--- src/rtl/branch_ctrl.sv ---
// Branch resolution controller: captures a branch request, resolves it through an
// external shared unsigned comparator and holds the outcome until the consumer takes it.
// Optional statistics counters are enabled with the BRANCH_CTRL_STATS_EN macro.
module branch_ctrl (
    input  logic        clk,
    input  logic        rst,
    input  logic        req_valid,
    output logic        req_ready,
    input  logic [2:0]  funct3,
    input  logic [31:0] rs1_data,
    input  logic [31:0] rs2_data,
    input  logic [31:0] pc,
    input  logic [31:0] imm,
    output logic [31:0] cmp_a,
    output logic [31:0] cmp_b,
    input  logic        cmp_eq,
    input  logic        cmp_lt,
    output logic        resp_valid,
    input  logic        resp_ready,
    output logic        taken,
    output logic [31:0] next_pc,
    output logic        illegal
`ifdef BRANCH_CTRL_STATS_EN
    ,
    output logic [31:0] taken_cnt,
    output logic [31:0] not_taken_cnt
`endif
);

    typedef enum logic [1:0] {
        IDLE = 2'd0,
        CMP  = 2'd1,
        RESP = 2'd2
    } state_t;

    localparam logic [2:0] F3_BEQ  = 3'b000;
    localparam logic [2:0] F3_BNE  = 3'b001;
    localparam logic [2:0] F3_BLT  = 3'b100;
    localparam logic [2:0] F3_BGE  = 3'b101;
    localparam logic [2:0] F3_BLTU = 3'b110;
    localparam logic [2:0] F3_BGEU = 3'b111;

    state_t      state_q, state_d;
    logic [2:0]  funct3_q, funct3_d;
    logic [31:0] rs1_q, rs1_d;
    logic [31:0] rs2_q, rs2_d;
    logic [31:0] pc_q, pc_d;
    logic [31:0] imm_q, imm_d;
    logic        taken_q, taken_d;
    logic [31:0] next_pc_q, next_pc_d;
    logic        illegal_q, illegal_d;

    logic        f3_legal;
    logic        signed_cmp;
    logic        br_taken;

    always_comb begin
        f3_legal = 1'b0;
        case (funct3)
            F3_BEQ, F3_BNE, F3_BLT, F3_BGE, F3_BLTU, F3_BGEU: f3_legal = 1'b1;
            default:                                          f3_legal = 1'b0;
        endcase
    end

    // Flipping the sign bit maps two's-complement order onto unsigned order,
    // so one unsigned comparator serves both signed and unsigned branches.
    assign signed_cmp = (funct3_q == F3_BLT) || (funct3_q == F3_BGE);

    always_comb begin
        cmp_a = 32'd0;
        cmp_b = 32'd0;
        if (state_q == CMP) begin
            cmp_a = rs1_q ^ {signed_cmp, 31'd0};
            cmp_b = rs2_q ^ {signed_cmp, 31'd0};
        end
    end

    always_comb begin
        br_taken = 1'b0;
        case (funct3_q)
            F3_BEQ:           br_taken = cmp_eq;
            F3_BNE:           br_taken = ~cmp_eq;
            F3_BLT, F3_BLTU:  br_taken = cmp_lt;
            F3_BGE, F3_BGEU:  br_taken = ~cmp_lt;
            default:          br_taken = 1'b0;
        endcase
    end

    always_comb begin
        state_d   = state_q;
        funct3_d  = funct3_q;
        rs1_d     = rs1_q;
        rs2_d     = rs2_q;
        pc_d      = pc_q;
        imm_d     = imm_q;
        taken_d   = taken_q;
        next_pc_d = next_pc_q;
        illegal_d = illegal_q;
        case (state_q)
            IDLE: begin
                if (req_valid) begin
                    funct3_d = funct3;
                    rs1_d    = rs1_data;
                    rs2_d    = rs2_data;
                    pc_d     = pc;
                    imm_d    = imm;
                    if (f3_legal) begin
                        state_d = CMP;
                    end else begin
                        // Illegal encodings resolve immediately as a fall-through.
                        taken_d   = 1'b0;
                        illegal_d = 1'b1;
                        next_pc_d = pc + 32'd4;
                        state_d   = RESP;
                    end
                end
            end
            CMP: begin
                taken_d   = br_taken;
                illegal_d = 1'b0;
                next_pc_d = br_taken ? (pc_q + imm_q) : (pc_q + 32'd4);
                state_d   = RESP;
            end
            RESP: begin
                if (resp_ready) state_d = IDLE;
            end
            default: state_d = IDLE;
        endcase
    end

    always_ff @(posedge clk) begin
        if (rst) begin
            state_q   <= IDLE;
            funct3_q  <= 3'd0;
            rs1_q     <= 32'd0;
            rs2_q     <= 32'd0;
            pc_q      <= 32'd0;
            imm_q     <= 32'd0;
            taken_q   <= 1'b0;
            next_pc_q <= 32'd0;
            illegal_q <= 1'b0;
        end else begin
            state_q   <= state_d;
            funct3_q  <= funct3_d;
            rs1_q     <= rs1_d;
            rs2_q     <= rs2_d;
            pc_q      <= pc_d;
            imm_q     <= imm_d;
            taken_q   <= taken_d;
            next_pc_q <= next_pc_d;
            illegal_q <= illegal_d;
        end
    end

    assign req_ready  = (state_q == IDLE);
    assign resp_valid = (state_q == RESP);
    assign taken      = taken_q;
    assign next_pc    = next_pc_q;
    assign illegal    = illegal_q;

`ifdef BRANCH_CTRL_STATS_EN
    logic [31:0] taken_cnt_q, taken_cnt_d;
    logic [31:0] not_taken_cnt_q, not_taken_cnt_d;
    logic        legal_hs;

    assign legal_hs = (state_q == RESP) && resp_ready && !illegal_q;

    always_comb begin
        taken_cnt_d     = taken_cnt_q;
        not_taken_cnt_d = not_taken_cnt_q;
        if (legal_hs) begin
            if (taken_q) taken_cnt_d     = taken_cnt_q + 32'd1;
            else         not_taken_cnt_d = not_taken_cnt_q + 32'd1;
        end
    end

    always_ff @(posedge clk) begin
        if (rst) begin
            taken_cnt_q     <= 32'd0;
            not_taken_cnt_q <= 32'd0;
        end else begin
            taken_cnt_q     <= taken_cnt_d;
            not_taken_cnt_q <= not_taken_cnt_d;
        end
    end

    assign taken_cnt     = taken_cnt_q;
    assign not_taken_cnt = not_taken_cnt_q;
`endif

endmodule

--- config.mk ---
export PLATFORM = sky130hd
export DESIGN_NAME = branch_ctrl
export DESIGN_NICKNAME = d
export VERILOG_FILES = /design/src/rtl/branch_ctrl.sv
export SDC_FILE = /design/constraint.sdc
export NUM_CORES = 1
export LEC_CHECK = 0
export CELL_PAD_IN_SITES_DETAIL_PLACEMENT = 1
export CELL_PAD_IN_SITES_GLOBAL_PLACEMENT = 1
export CORE_ASPECT_RATIO = 1.25
export CORE_MARGIN = 2
export CORE_UTILIZATION = 39
export CTS_BUF_LIST = sky130_fd_sc_hd__clkbuf_2
export DETAILED_ROUTE_END_ITERATION = 16
export PLACE_DENSITY = 0.92
export REMOVE_ABC_BUFFERS = 1
export SETUP_SLACK_MARGIN = 0.02
export SYNTH_ARGS = -nofsm -noshare
export SYNTH_HDL_FRONTEND = slang
export SYNTH_SLANG_ARGS = --single-unit
--- constraint.sdc ---
create_clock -name clk -period 5.2 [get_ports clk]
set_input_delay 1.04 -clock clk [delete_from_list [all_inputs] [get_ports clk]]
set_output_delay 1.04 -clock clk [all_outputs]
set_load 0.02 [all_outputs]
# == After elaboration in Yosys (flattened, before gate mapping) ==
# Cells that the tools add are included.
# op_classes
addsub,3
n_mux,18
bitwise,4
reduce_logical,11
n_eq_ne,15
# ops
op,n
32-bit 2-to-1 mux,5
"32-bit by 3-bit adder with 32-bit output, second input constant",2
32-bit one-hot mux with 2 select lines,1
32-bit XOR,2
32-bit adder,1
"3-bit equality test, second input constant",8
"3-bit by 1-bit equality test with 1-bit output, second input constant",2
3-bit zero test,2
2-bit 2-to-1 mux,3
2-bit one-hot mux with 3 select lines,1
6-bit OR reduction,1
1-bit 2-to-1 mux,5
"2-bit != test, second input constant",2
1-bit one-hot mux with 2 select lines,2
1-bit one-hot mux with 4 select lines,1
2-bit AND reduction,2
2-bit OR reduction,2
3-bit AND reduction,1
"2-bit by 1-bit equality test with 1-bit output, second input constant",1
"2-bit equality test, second input constant",1
2-bit zero test,1
"2-bit by 1-bit != test with 1-bit output, second input constant",1
1-bit NOT,2
2-bit nonzero test,1
1-bit logical OR,1
# totals
regBits,167
out_inout_bits,100
word_cells,60

# == Longest topological paths before layout ==
# depth
depth_word,6
mapped_depth,10
depth_no_buf,10

# == Worst setup path before layout ==
# OpenSTA, ideal clock, no wires.
# synth_path
kind,reg2reg
start,reg pc_q[0]
end,reg next_pc_q[24] (netlist: next_pc[24])
synth_period_minus_slack_ns,2.740
slack_ns,2.460
n_path_buf,0
stages_incl_launch_ff,11
arrival_ns,2.654
setup_time_ns,0.086
cell_sequence,dfxtp_1 ha_1 fa_1 a21o_1 a221oi_2 o21bai_1 a221o_1 a21oi_2 o21ai_2 mux2_4 a221oi_2
# synth_between
elab_chain_cells,3
word_cells_on_any_way,4
classes_between,2 x add/sub; 2 x mux
# synth_rtl
item,line,source
start: declaration,47,"logic [31:0] pc_q, pc_d;"
start signal: assignment,147,pc_q <= pc_d;
32-bit by 3-bit adder with 32-bit output or 32-bit adder (tied branches),121,next_pc_d = br_taken ? (pc_q + imm_q) : (pc_q + 32'd4);
32-bit 2-to-1 mux (*),121,
32-bit one-hot mux with 2 select lines (*),99,case (state_q)
end signal: assignment,150,next_pc_q <= next_pc_d;
end: declaration,50,"logic [31:0] next_pc_q, next_pc_d;"
# Every way passes the cells marked *; elsewhere a longest branch is shown, timed or not.
# A chain may end at the register's enable or synchronous reset.

# == Final worst setup path ==
# layout_path
start,reg state_q[0]
end,out cmp_a[23]
# layout_between
elab_chain_cells,2
# layout_rtl
item,line,source
start: declaration,43,"state_t state_q, state_d;"
start signal: assignment,143,state_q <= state_d;
2-bit by 1-bit equality test with 1-bit output,72,if (state_q == CMP) begin
32-bit 2-to-1 mux,72,
end: declaration,14,"output logic [31:0] cmp_a,"
# Every way passes these cells.

==> impl_metrics.yaml <==
floorplanning:
  dieArea_um2: 25040
  fp-row-count: 63
  boundaryPins: 237
  die-width_um: 141.9
  dieHeight_um: 176.4
  start_util_pct: 39.35
  core_area_um2: 23570
global_routing:
  use_met1_pct: 29.49
  grt_max_degree: 94
  met2_usage_pct: 47.21
  grt_pass1_wl_um: 52900
  antenna_found_initial: 2
  grt_overflow: 0
  grtUsageMet3_pct: 6.130
  grt_pass1_vias: 10220
  grt-busiest-layer: "met2"
  grtUsageTotal_pct: 26.62
timing:
  fmax_ghz: 0.2586
  hold_viol: 0
  slew_headroom_pct: 20.16
  fin_tns_setup_ps: 0
  rsz0062_at_grt: "no"
  fin_crit_sh_pct: 74.37
  setup_viol: 0
  layout_min_cycle_time_ps: 3867
  fin_skew_ps: 63.11
  tightest_slew_ps: 1195
  slew_viol_final: 0
worst_setup_path:
  cpPeakStageDelay_ps: 620
  required_ps: 4160
  path_max_fanout: 67
  critPathArrivalTime_ps: 2830
  critPathBufInv: 2
  crit_type: "reg2out"
  start_kind: "flop"
  slowest_stage: "clkdlybuf4s50_1"
  crit_chain: "nor2b_4 -> buf_4 -> and2_1 -> clkdlybuf4s50_1"
  cp_num_cells: 4
  cpLargestDelayFamily: "buffers and inverters"
  worstRegToRegCells: 10
  end_kind: "output port"
logic_synthesis:
  syn-cell-area_um2: 9275
  syn_area_per_cell_um2: 7.444
  synthFlopType: "dfxtp_1"
  yosysWarnings: 0
  synthesis.instances: 1246
  synthArstFlopShare_pct: 0
  seq_area_frac_synth_pct: 36.04
  synth_edf_count: 0
  synthDistinctLibCells: 62
  ys_seq_elements: 167
placed_design:
  io_buffer_count: 236
  hpwl_um: 24540
  place.gp.congestion: 0.8933
finish:
  synthToLayoutAreaGrowth_pct: 30.60
  nets: 1605
  layout_commonest_cell: "nand2_1"
  final_cell_mix: "309 x nand2_1, 235 x clkdlybuf4s50_1, 197 x a21oi_1"
  drive_above_1_share_pct: 4.561
  nFillCells: 2910
  utilization_pct: 51.39
power_and_ir_drop:
  finalPower_mw: 2.989
  ir_drop_mv: 0.1275
  p_leak_nw: 4.590
  power.density_nw_per_um2: 246.8
clock_tree:
  cts_tree: "done"
  clockBufferDepth: 2
  path_clk_slew_ps: 330
  cts_resized: 0
  cts-htree-levels: 4
  clock-sinks: 167
  clkLatencyLatePin_ps: 810
  cts-root-buf: "clkbuf_2"
  cts_buffers: 17
  hold_buffers: 0
  cts_setup_buffers: 0
job:
  drv_cap: 0
route:
  vias: 9776
  drc: 0
  wirelength_um: 33440
  wl_per_cell_um: 19.22
  via_per_inst: 5.618
  drt-initial-drc-count: 478
  ant_nets: 0
  drt_pass1_iterations: 5
hold_path:
  hold_class: "reg2reg"
  whs_path_depth: 2
outcome:
  outcome: "finished, final reports clean"
state kept, by name, indices dropped and copies added (netlist names), 2 cells and up:
register / flops
next_pc: 32
pc_q: 32
rs2_q: 32
funct3_q: 3
rs1_q: 32
imm_q: 32
state_q: 2
layer usage:
layer  up-vias  share of wire [%]
met3        94                5.8
met1      4725                 39
met5         -                  0
met4         0                5.0
met2       310                 50
li1       4647                  -
Yosys cell counts, types with 17 or more instances:
| library cell | count | area, µm² |
|---|---|---|
| and2_1 | 68 | 425.4 |
| clkbuf_1 | 75 | 281.5 |
| xor2_1 | 33 | 289.0 |
| nor2_1 | 67 | 251.5 |
| nand4_1 | 17 | 106.4 |
| nand2_1 | 310 | 1164 |
| dfxtp_1 | 167 | 3343 |
| xnor2_1 | 45 | 394.1 |
| nand3_1 | 31 | 155.2 |
| o21ai_0 | 29 | 145.1 |
| ha_1 | 33 | 412.9 |
| a21oi_1 | 198 | 991.0 |
kinds of logic (layout without fill, tap and decap cells):
kind of cell	count (synthesis)	after routing	share of synthesized area (%)
compound gates	319	319	20.65
xor+xnor	78	78	7.365
fa+ha+maj	34	34	4.668
buf+inv	90	291	3.642
flops	167	167	36.04
mux	7	7	0.8633
other cells	0	1	0
simple gates	551	551	26.76
worst reg2reg max path: cells and delay by family, from the launching register on:
family	cells	cell delay (ps)
adder cells (fa/ha/maj)	2	620
AO/OA/AOI/OAI	8	2230
flip-flops	1	390
metrics by stage:
stage	instances	instance area, µm²	setup WS, ps	hold slack, ps
2_1_floorplan	1169	8986	1302	425.7
3_3_place_gp	1707	11820	1521	437.1
3_5_place_dp	1707	11820	1467	444.3
4_1_cts	1739	12110	1219	470.1
5_1_grt	1740	12110	1119	485.2
6_report	1740	12110	1333	471.3
path summary, 6_finish.rpt:
check | from | to | slack, ps
hold / removal | rs1_q[27]$_SDFFE_PP0P_ | rs1_q[27]$_SDFFE_PP0P_ | 470
setup reg to reg | imm_q[0]$_SDFFE_PP0P_ | next_pc[30]$_SDFFE_PP0P_ | 1860
setup / recovery | state_q[0]$_SDFFE_PP0P_ | cmp_a[23] | 1330
hold reg to reg | rs1_q[27]$_SDFFE_PP0P_ | rs1_q[27]$_SDFFE_PP0P_ | 470
where the power goes:
part | internal, mW | switching (mW) | total [mW]
Combinational | 0.318 | 0.417 | 0.735
Sequential | 1.38 | 0.0778 | 1.46
Clock | 0.215 | 0.583 | 0.798
area by class of cell:
class,instances,area (µm²),share of cell area (%)
inverter,13,48.80,0.4028
sequential,167,3343,27.60
clock inverter,15,205.2,1.694
clock buffer,17,85.08,0.7024
antenna,1,2.502,0.02066
tap,292,365.4,3.016
timing repair buffer,246,2447,20.20
multi-input combinational,989,5615,46.36
No activity file was read; power rests on OpenSTA's default activity.
